## config.mk

```make
export PLATFORM = sky130hd
export DESIGN_NAME = edge_detect_stretch
export DESIGN_NICKNAME = d
export VERILOG_FILES = /design/src/rtl/edge_detect_pkg.sv /design/src/rtl/edge_stretch_channel.sv /design/src/rtl/edge_detect_stretch.sv
export SDC_FILE = /design/constraint.sdc
export NUM_CORES = 1
export LEC_CHECK = 0
export CORE_MARGIN = 2
export CORE_UTILIZATION = 30
export DETAILED_ROUTE_END_ITERATION = 7
export GPL_TIMING_DRIVEN = 0
export HOLD_SLACK_MARGIN = 0.06
export PLACE_DENSITY = 0.45
export SLEW_MARGIN = 20
export SYNTH_ARGS = -nofsm -noshare
export SYNTH_HDL_FRONTEND = slang
export SYNTH_SLANG_ARGS = --single-unit
export TNS_END_PERCENT = 5
```

## constraint.sdc

```tcl
create_clock -name clk -period 4 [get_ports clk]
set_clock_uncertainty 0.15 [all_clocks]
set_input_delay 0.4 -clock clk [delete_from_list [all_inputs] [get_ports clk]]
set_output_delay 0.4 -clock clk [all_outputs]
set_load 0.1 [all_outputs]
```

## src/rtl/edge_detect_pkg.sv

```systemverilog
// Shared definitions for the edge detect / pulse stretch block: mode encodings
// and legal parameter ranges.
package edge_detect_pkg;

    typedef enum logic [1:0] {
        MODE_RISE = 2'b00,
        MODE_FALL = 2'b01,
        MODE_BOTH = 2'b10,
        MODE_OFF  = 2'b11
    } mode_e;

    localparam int WIDTH_MIN       = 1;
    localparam int WIDTH_MAX       = 32;
    localparam int SYNC_STAGES_MIN = 0;
    localparam int SYNC_STAGES_MAX = 3;

endpackage

```

## src/rtl/edge_stretch_channel.sv

```systemverilog
// One channel: input synchroniser, history flop, mode-qualified edge detect,
// stretch down-counter and sticky event/overrun flags.
module edge_stretch_channel
    import edge_detect_pkg::*;
#(
    parameter int SYNC_STAGES = 2,
    parameter int STRETCH_W   = 4
) (
    input  logic                 clk,
    input  logic                 ares_n,
    input  logic                 sres,
    input  logic                 ld_en,
    input  logic [1:0]           mode,
    input  logic [STRETCH_W-1:0] stretch_len,
    input  logic                 level,
    input  logic                 flag_clr,
    output logic                 pulse,
    output logic                 event_flag,
    output logic                 overrun_flag
);

    logic                 s;
    logic                 h_q, h_d;
    logic                 act_q, act_d;
    logic [STRETCH_W-1:0] cnt_q, cnt_d;
    logic                 evt_q, evt_d;
    logic                 ovr_q, ovr_d;
    logic                 rise, fall, edge_det;

    if (SYNC_STAGES == 0) begin : g_nosync
        assign s = level;
    end else begin : g_sync
        logic [SYNC_STAGES-1:0] sync_q, sync_d;

        always_comb begin
            sync_d = sync_q;
            if (ld_en) begin
                sync_d[0] = level;
                for (int i = 1; i < SYNC_STAGES; i++) sync_d[i] = sync_q[i-1];
            end
            if (sres) sync_d = '0;
        end

        always_ff @(posedge clk or negedge ares_n) begin
            if (!ares_n) sync_q <= '0;
            else         sync_q <= sync_d;
        end

        assign s = sync_q[SYNC_STAGES-1];
    end

    assign rise = s & ~h_q;
    assign fall = ~s & h_q;

    always_comb begin
        edge_det = 1'b0;
        case (mode_e'(mode))
            MODE_RISE: edge_det = rise;
            MODE_FALL: edge_det = fall;
            MODE_BOTH: edge_det = rise | fall;
            default:   edge_det = 1'b0;
        endcase
        edge_det = edge_det & ld_en;
    end

    always_comb begin
        h_d   = ld_en ? s : h_q;
        act_d = act_q;
        cnt_d = cnt_q;
        // A retrigger reloads the counter so the pulse extends with no low gap.
        if (edge_det) begin
            act_d = 1'b1;
            cnt_d = stretch_len;
        end else if (act_q) begin
            if (cnt_q == '0) act_d = 1'b0;
            else             cnt_d = cnt_q - STRETCH_W'(1);
        end
        evt_d = edge_det | (evt_q & ~flag_clr);
        ovr_d = (edge_det & act_q) | (ovr_q & ~flag_clr);
        if (sres) begin
            h_d   = 1'b0;
            act_d = 1'b0;
            cnt_d = '0;
            evt_d = 1'b0;
            ovr_d = 1'b0;
        end
    end

    always_ff @(posedge clk or negedge ares_n) begin
        if (!ares_n) begin
            h_q   <= 1'b0;
            act_q <= 1'b0;
            cnt_q <= '0;
            evt_q <= 1'b0;
            ovr_q <= 1'b0;
        end else begin
            h_q   <= h_d;
            act_q <= act_d;
            cnt_q <= cnt_d;
            evt_q <= evt_d;
            ovr_q <= ovr_d;
        end
    end

    assign pulse        = act_q;
    assign event_flag   = evt_q;
    assign overrun_flag = ovr_q;

endmodule

```

## src/rtl/edge_detect_stretch.sv

```systemverilog
// Multi-channel edge detector with pulse stretching; WIDTH independent
// channels sharing mode, stretch length and enables.
module edge_detect_stretch
    import edge_detect_pkg::*;
#(
    parameter int WIDTH       = 8,
    parameter int SYNC_STAGES = 2,
    parameter int STRETCH_W   = 4
) (
    input  logic                 clk,
    input  logic                 ares_n,
    input  logic                 sres,
    input  logic                 ld_en,
    input  logic [1:0]           mode,
    input  logic [STRETCH_W-1:0] stretch_len,
    input  logic [WIDTH-1:0]     Level_In,
    input  logic [WIDTH-1:0]     flag_clr,
    output logic [WIDTH-1:0]     Pulse_Out,
    output logic [WIDTH-1:0]     Event_Flag,
    output logic [WIDTH-1:0]     Overrun_Flag
);

    for (genvar g = 0; g < WIDTH; g++) begin : g_ch
        edge_stretch_channel #(
            .SYNC_STAGES (SYNC_STAGES),
            .STRETCH_W   (STRETCH_W)
        ) u_ch (
            .clk          (clk),
            .ares_n       (ares_n),
            .sres         (sres),
            .ld_en        (ld_en),
            .mode         (mode),
            .stretch_len  (stretch_len),
            .level        (Level_In[g]),
            .flag_clr     (flag_clr[g]),
            .pulse        (Pulse_Out[g]),
            .event_flag   (Event_Flag[g]),
            .overrun_flag (Overrun_Flag[g])
        );
    end

endmodule

```

---- After elaboration in Yosys (flattened, before gate mapping) ----
Cells that the tools add are included.
Widths: inputs -> output; s select.
storage, ports and cells
  output and inout port bits .............. 24
  register bits after elaboration ......... 80
  input bits .............................. 26
cells by class
  bitwise gates (word level) .............. 96
  add/sub/neg operators ................... 8
  mux-type cells .......................... 120
  equal/unequal tests ..................... 10
  reductions and logical operators ........ 26
operators with widths
  kind                 count
  $mux 4               32
  $mux 1               64
  $and 1x1->1          48
  $logic_not 4->1      8
  $mux 2               16
  $sub 4x1->4 const B  8
  $ne 3x2->1 const B   8
  $not 1->1            24
  $or 1x1->1           24
  $pmux 1 s3           8
  $reduce_bool 3->1    8
  $reduce_and 2->1     8
  $eq 2x1->1 const B   1
  $eq 2x2->1 const B   1
  $logic_not 2->1      1
  $reduce_bool 2->1    1

---- Depth between registers and ports, before layout ----
  depth after elaboration ................. 8
  gate-level depth with buffers ........... 7
  gate-level depth less buffers ........... 7

---- Modules after synthesis ----
A second synthesis with hierarchy kept.
second synthesis, totals
  cells, all modules ...................... 456
  area total of the unflattened synthesis .. 4,634.4 µm²
by module, submodules not included
  module                seq. area each (µm²)  area an instance (µm²)  times used  cells an instance
  edge_stretch_channel  250.2                 579.3                   8           57

---- Worst setup path before layout ----
OpenSTA, ideal clock, no wires.
  path kind ............................... flip-flop to flip-flop
  start ................................... register g_ch[2].u_ch.g_sync.sync_q[1]
  end ..................................... register g_ch[2].u_ch.cnt_q[1]
  clock period less this slack ............ 1,692 ps
  data required time ...................... 3,756 ps
  cell stages (with the launch flop) ...... 6
  arrival ................................. 1,448 ps
  setup slack ............................. 2,308 ps
  cell sequence ........................... dfrtp_1 inv_1 ha_1 a211oi_1 o21ai_4 a211oi_1
on the way
  cells in the longest elaborated chain, start to end .. 7
ends and longest elaborated chain
  item                                                  RTL line                    source
  start: declaration                                    edge_stretch_channel.sv:33  logic [SYNC_STAGES-1:0] sync_q, sync_d;
  start signal: assignment                              edge_stretch_channel.sv:46  else sync_q <= sync_d;
  $not 1->1                                             edge_stretch_channel.sv:53  assign fall = ~s & h_q;
  $and 1x1->1                                           edge_stretch_channel.sv:53
  $or 1x1->1                                            edge_stretch_channel.sv:60  MODE_BOTH: edge_det = rise | fall;
  $pmux 1 s3 *                                          edge_stretch_channel.sv:57  case (mode_e'(mode))
  $and 1x1->1 *                                         edge_stretch_channel.sv:63  edge_det = edge_det & ld_en;
  $ne 3x2->1 (no line) (tied with other cells)          --
  $reduce_and 2->1 (no line) or $mux 4 (tied branches)  --
  end signal: assignment                                edge_stretch_channel.sv:99  cnt_q <= cnt_d;
  end: declaration                                      edge_stretch_channel.sv:25  logic [STRETCH_W-1:0] cnt_q, cnt_d;
Mark *: on every way between the ends. The rest lies on a longest branch, timed or not.
A chain may end at the register's enable or synchronous reset.

---- Worst setup path after layout ----
  start ................................... register g_ch[2].u_ch.act_q
  end ..................................... output Pulse_Out[2]
RTL lines
  item                      RTL line                    source
  start: declaration        edge_stretch_channel.sv:24  logic act_q, act_d;
  start signal: assignment  edge_stretch_channel.sv:98  act_q <= act_d;
  end: declaration          edge_detect_stretch.sv:18   output logic [WIDTH-1:0] Pulse_Out,
No word-level cell between the ends.

==> flow_summary.rst <==
.. list-table::
   :header-rows: 1

   * - Metric
     - Value
   * - Outcome
     - finished, final reports clean
   * - CTS tree
     - done
   * - H-tree depth reported by CTS
     - 3
   * - Critical Path Max Stage Delay
     - about 1100 ps
   * - Primary FF master, synth
     - dfrtp_1
   * - Tightest hold margin
     - approximately 330 ps
   * - Number of buffers and inverters on the critical path
     - 2
   * - DRT antenna net count
     - 0
   * - Count of different cell masters after synthesis
     - 30
   * - Most common cell after layout, fill and taps aside
     - dfrtp_1
   * - Power density normalized to cell area
     - roughly 340 mW/mm2
   * - Share of flip-flops with an asynchronous set or reset after synthesis
     - 1.00
   * - Via count of the first global-routing pass
     - roughly 3.3k
   * - Count of warnings emitted by yosys
     - 0
   * - Max transition margin
     - 0.349
   * - Count of routing violations after the opening detailed-route iteration
     - around 150
   * - Ant. Diodes
     - 0
   * - Mean instance size in the synthesized netlist
     - 9.95 um2
   * - Number of hold-slack violations in the final timing report
     - 0
   * - Register bit total from synthesis
     - 80
   * - Post-layout utilization of the core
     - 0.370
   * - Ports placed on the boundary
     - 50
   * - Crit path DAT
     - 2020 ps
   * - Area delta synth->final
     - 20.6%
   * - Die outline area
     - between 0.015 and 0.02 mm2
   * - Final Cell Area
     - roughly 0.0056 mm2
   * - Total of hold buffers inserted after clock tree synthesis
     - 1
   * - Critical path capture point type
     - primary output
   * - Maximum number of pins on one net before global-route repair
     - 47
   * - Critical path required time
     - between 3000 and 4000 ps
   * - Insertion delay of the later-clocked pin in the worst-skew pair
     - about 340 ps
   * - Cell with the largest stage delay on the worst path
     - clkdlybuf4s50_1
   * - Synth Instances
     - between 400 and 500
   * - First-pass GRT wire length
     - roughly 17000 um
   * - Count of input and output buffers
     - 42
   * - Final weighted congestion of routability-driven global placement
     - between 0.7 and 0.8
   * - Residual DRC
     - 0
   * - DP HPWL
     - a little over 7000 um
   * - Minimum period implied by the final worst setup slack
     - 2570 ps
   * - Share of post-route cells with drive strength above 1
     - 0.116
   * - Vertical extent of the die
     - ~130 um
   * - Total global routing overflow
     - 0
   * - Antenna violations before repair
     - 0
   * - Total of cells resized after clock tree synthesis
     - 0
   * - Worst vdd rail ir drop
     - between 0.0002 and 0.00025 V
   * - Flop2flop setup slack
     - 2110 ps
   * - Unrepaired setup endpoints after global routing
     - false
   * - Pin slew with the least headroom to its limit
     - slightly below 1000 ps
   * - Placed standard-cell area
     - ~0.0053 mm2
   * - Slew Limit Fails
     - 0
   * - Clock-pin transition on the worst setup and hold timing paths
     - approximately 60 ps
   * - Top delay family on crit path
     - buffers and inverters
   * - Hold/Removal Path Class
     - in2reg
   * - Number of enable-type register cells in the synthesized netlist
     - 0
   * - Via count
     - about 3.3k
   * - Clock Tree Root
     - clkbuf_16
   * - Buffers inserted during post-CTS setup optimization
     - 0
   * - Core footprint
     - between 0.015 and 0.02 mm2
   * - Nets in the synthesized netlist
     - 525
   * - Tot GR Track Use
     - 0.137
   * - Drt wl/cell
     - approximately 15 um
   * - Final clock period utilization by the worst path
     - 0.643
   * - Worst Setup Path Type
     - reg2out
   * - Library cell with the largest summed area after synthesis
     - dfrtp_1
   * - Number of endpoints failing setup at the final stage
     - 0
   * - Sinks on the clock net
     - 80
   * - Share of the synthesized area in the top cell type
     - 0.431
   * - Number of placement rows
     - 45
   * - Max Clk Rate
     - 389 MHz
   * - Most used cells in the layout excluding fill and tap cells
     - dfrtp_1 (80), nor2_1 (72), inv_1 (48)
   * - Initial core utilization
     - 0.307
   * - Die span in x
     - 128 um
   * - LEAKAGE
     - approximately 2.5 nW
   * - Per-cell via count in the routed design
     - 4.65
   * - Buffers from clock root to sink, at most
     - 2
   * - First-pass detailed-route iteration total
     - 4
   * - Sequential cell area fraction in the yosys report
     - 0.431
   * - Clock buffers created by TritonCTS
     - 9
   * - Max Cap Violations
     - 0
   * - Synth area leaders
     - dfrtp_1 (43%), ha_1 (8.6%), mux2i_1 (8.4%)
   * - Mapped Area
     - around 0.0046 mm2
   * - Net count of the finished layout
     - between 500 and 600
   * - List of cells traversed by the critical path
     - buf_4 > clkdlybuf4s50_1
   * - Critical Path Fanout Max
     - 5
   * - Worst Setup Start Kind
     - register
   * - Total power
     - 0.00192 W
   * - Total Wirelength
     - 10500 um
==> sequential cells by signal (all words and copies together) (netlist names) <==
register,flops
g_ch.u_ch.cnt_q,32
g_ch.u_ch.event_flag,8
g_ch.u_ch.g_sync.sync_q,16
g_ch.u_ch.h_q,8
g_ch.u_ch.overrun_flag,8
g_ch.u_ch.pulse,8
==> path summary, 6_finish.rpt <==
| path | from | depth (start not counted) | end |
|---|---|---|---|
| min | stretch_len[1] | 3 | g_ch[6].u_ch.cnt_q[1]$_DFFE_PN0P_ |
| max reg2reg | g_ch[2].u_ch.g_sync.sync_q[1]$_DFFE_PN0P_ | 5 | g_ch[2].u_ch.cnt_q[0]$_DFFE_PN0P_ |
| max | g_ch[2].u_ch.pulse$_DFF_PN0_ | 2 | Pulse_Out[2] |
| max in group asynchronous | ares_n | 3 | g_ch[4].u_ch.g_sync.sync_q[1]$_DFFE_PN0P_ |
| min in group asynchronous | ares_n | 2 | g_ch[5].u_ch.cnt_q[3]$_DFFE_PN0P_ |
| min reg2reg | g_ch[3].u_ch.overrun_flag$_DFF_PN0_ | 2 | g_ch[3].u_ch.overrun_flag$_DFF_PN0_ |
==> layer usage <==
metal	vias to the layer above	routed length, um	part of all wire	track usage
met5	-	0	0	0
met2	57	4770	0.45	0.213
met3	5	399	0.038	0.0420
met4	0	91	0.0086	0.0291
met1	1594	5270	0.50	0.190
li1	1659	-	-	-
==> cell usage after synthesis (2+ instances only) <==
cell type and number:
dfrtp_1 80, nor2_1 72, inv_1 48, a21oi_1 40, mux2i_1 39, ha_1 32, buf_4 27, a211oi_1 26
nand2_1 15, nand2b_1 10, clkbuf_1 8, nor3_1 8, nor3b_1 8, o21ai_0 8, xnor2_1 8, a2bb2oi_1 7
or4_1 7, a32oi_4 6, buf_6 3, clkbuf_2 3, buf_2 2, nor2b_4 2
==> worst register-to-register path, cell delays in order (launching register included) <==
cell	delay, ps
dfrtp_1	400
inv_1	60
ha_1	290
a211oi_1	450
o21ai_4	180
a211oi_1	260
==> per-stage QoR <==
stage | setup TNS (ps) | std cells | setup WS [ps]
global placement | -68750 | 697 | -865
global route | 0 | 713 | 1360
finish | 0 | 713 | 1430
detailed placement | 0 | 698 | 1670
CTS | 0 | 713 | 1400
floorplan | 0 | 467 | 2310
==> logic make-up (layout without fill, tap and decap cells) <==
group | Yosys count | after routing | share of synthesized area
simple gates | 124 | 124 | 0.126
buf+inv | 93 | 151 | 0.107
compound gates | 91 | 91 | 0.151
flops | 80 | 80 | 0.431
mux | 39 | 39 | 0.0841
fa+ha+maj | 32 | 32 | 0.0862
xor+xnor | 8 | 8 | 0.0151
==> power by group <==
group / internal (W) / switching (W)
logic: 0.000107 / 0.000173
registers: 0.000840 / 0.0000216
clock network: 0.000465 / 0.000310
total: 0.00141 / 0.000505
==> cell type report <==
type                       instances  area [um2]
fill                            1504        9540
timing repair buffer              44         448
multi-input combinational        294        2150
sequential                        80        2000
inverter                          48         180
buffer                            45         315
clock buffer                      14         274
tap                              188         235
Note: power is estimated with default switching activity, not from simulation.
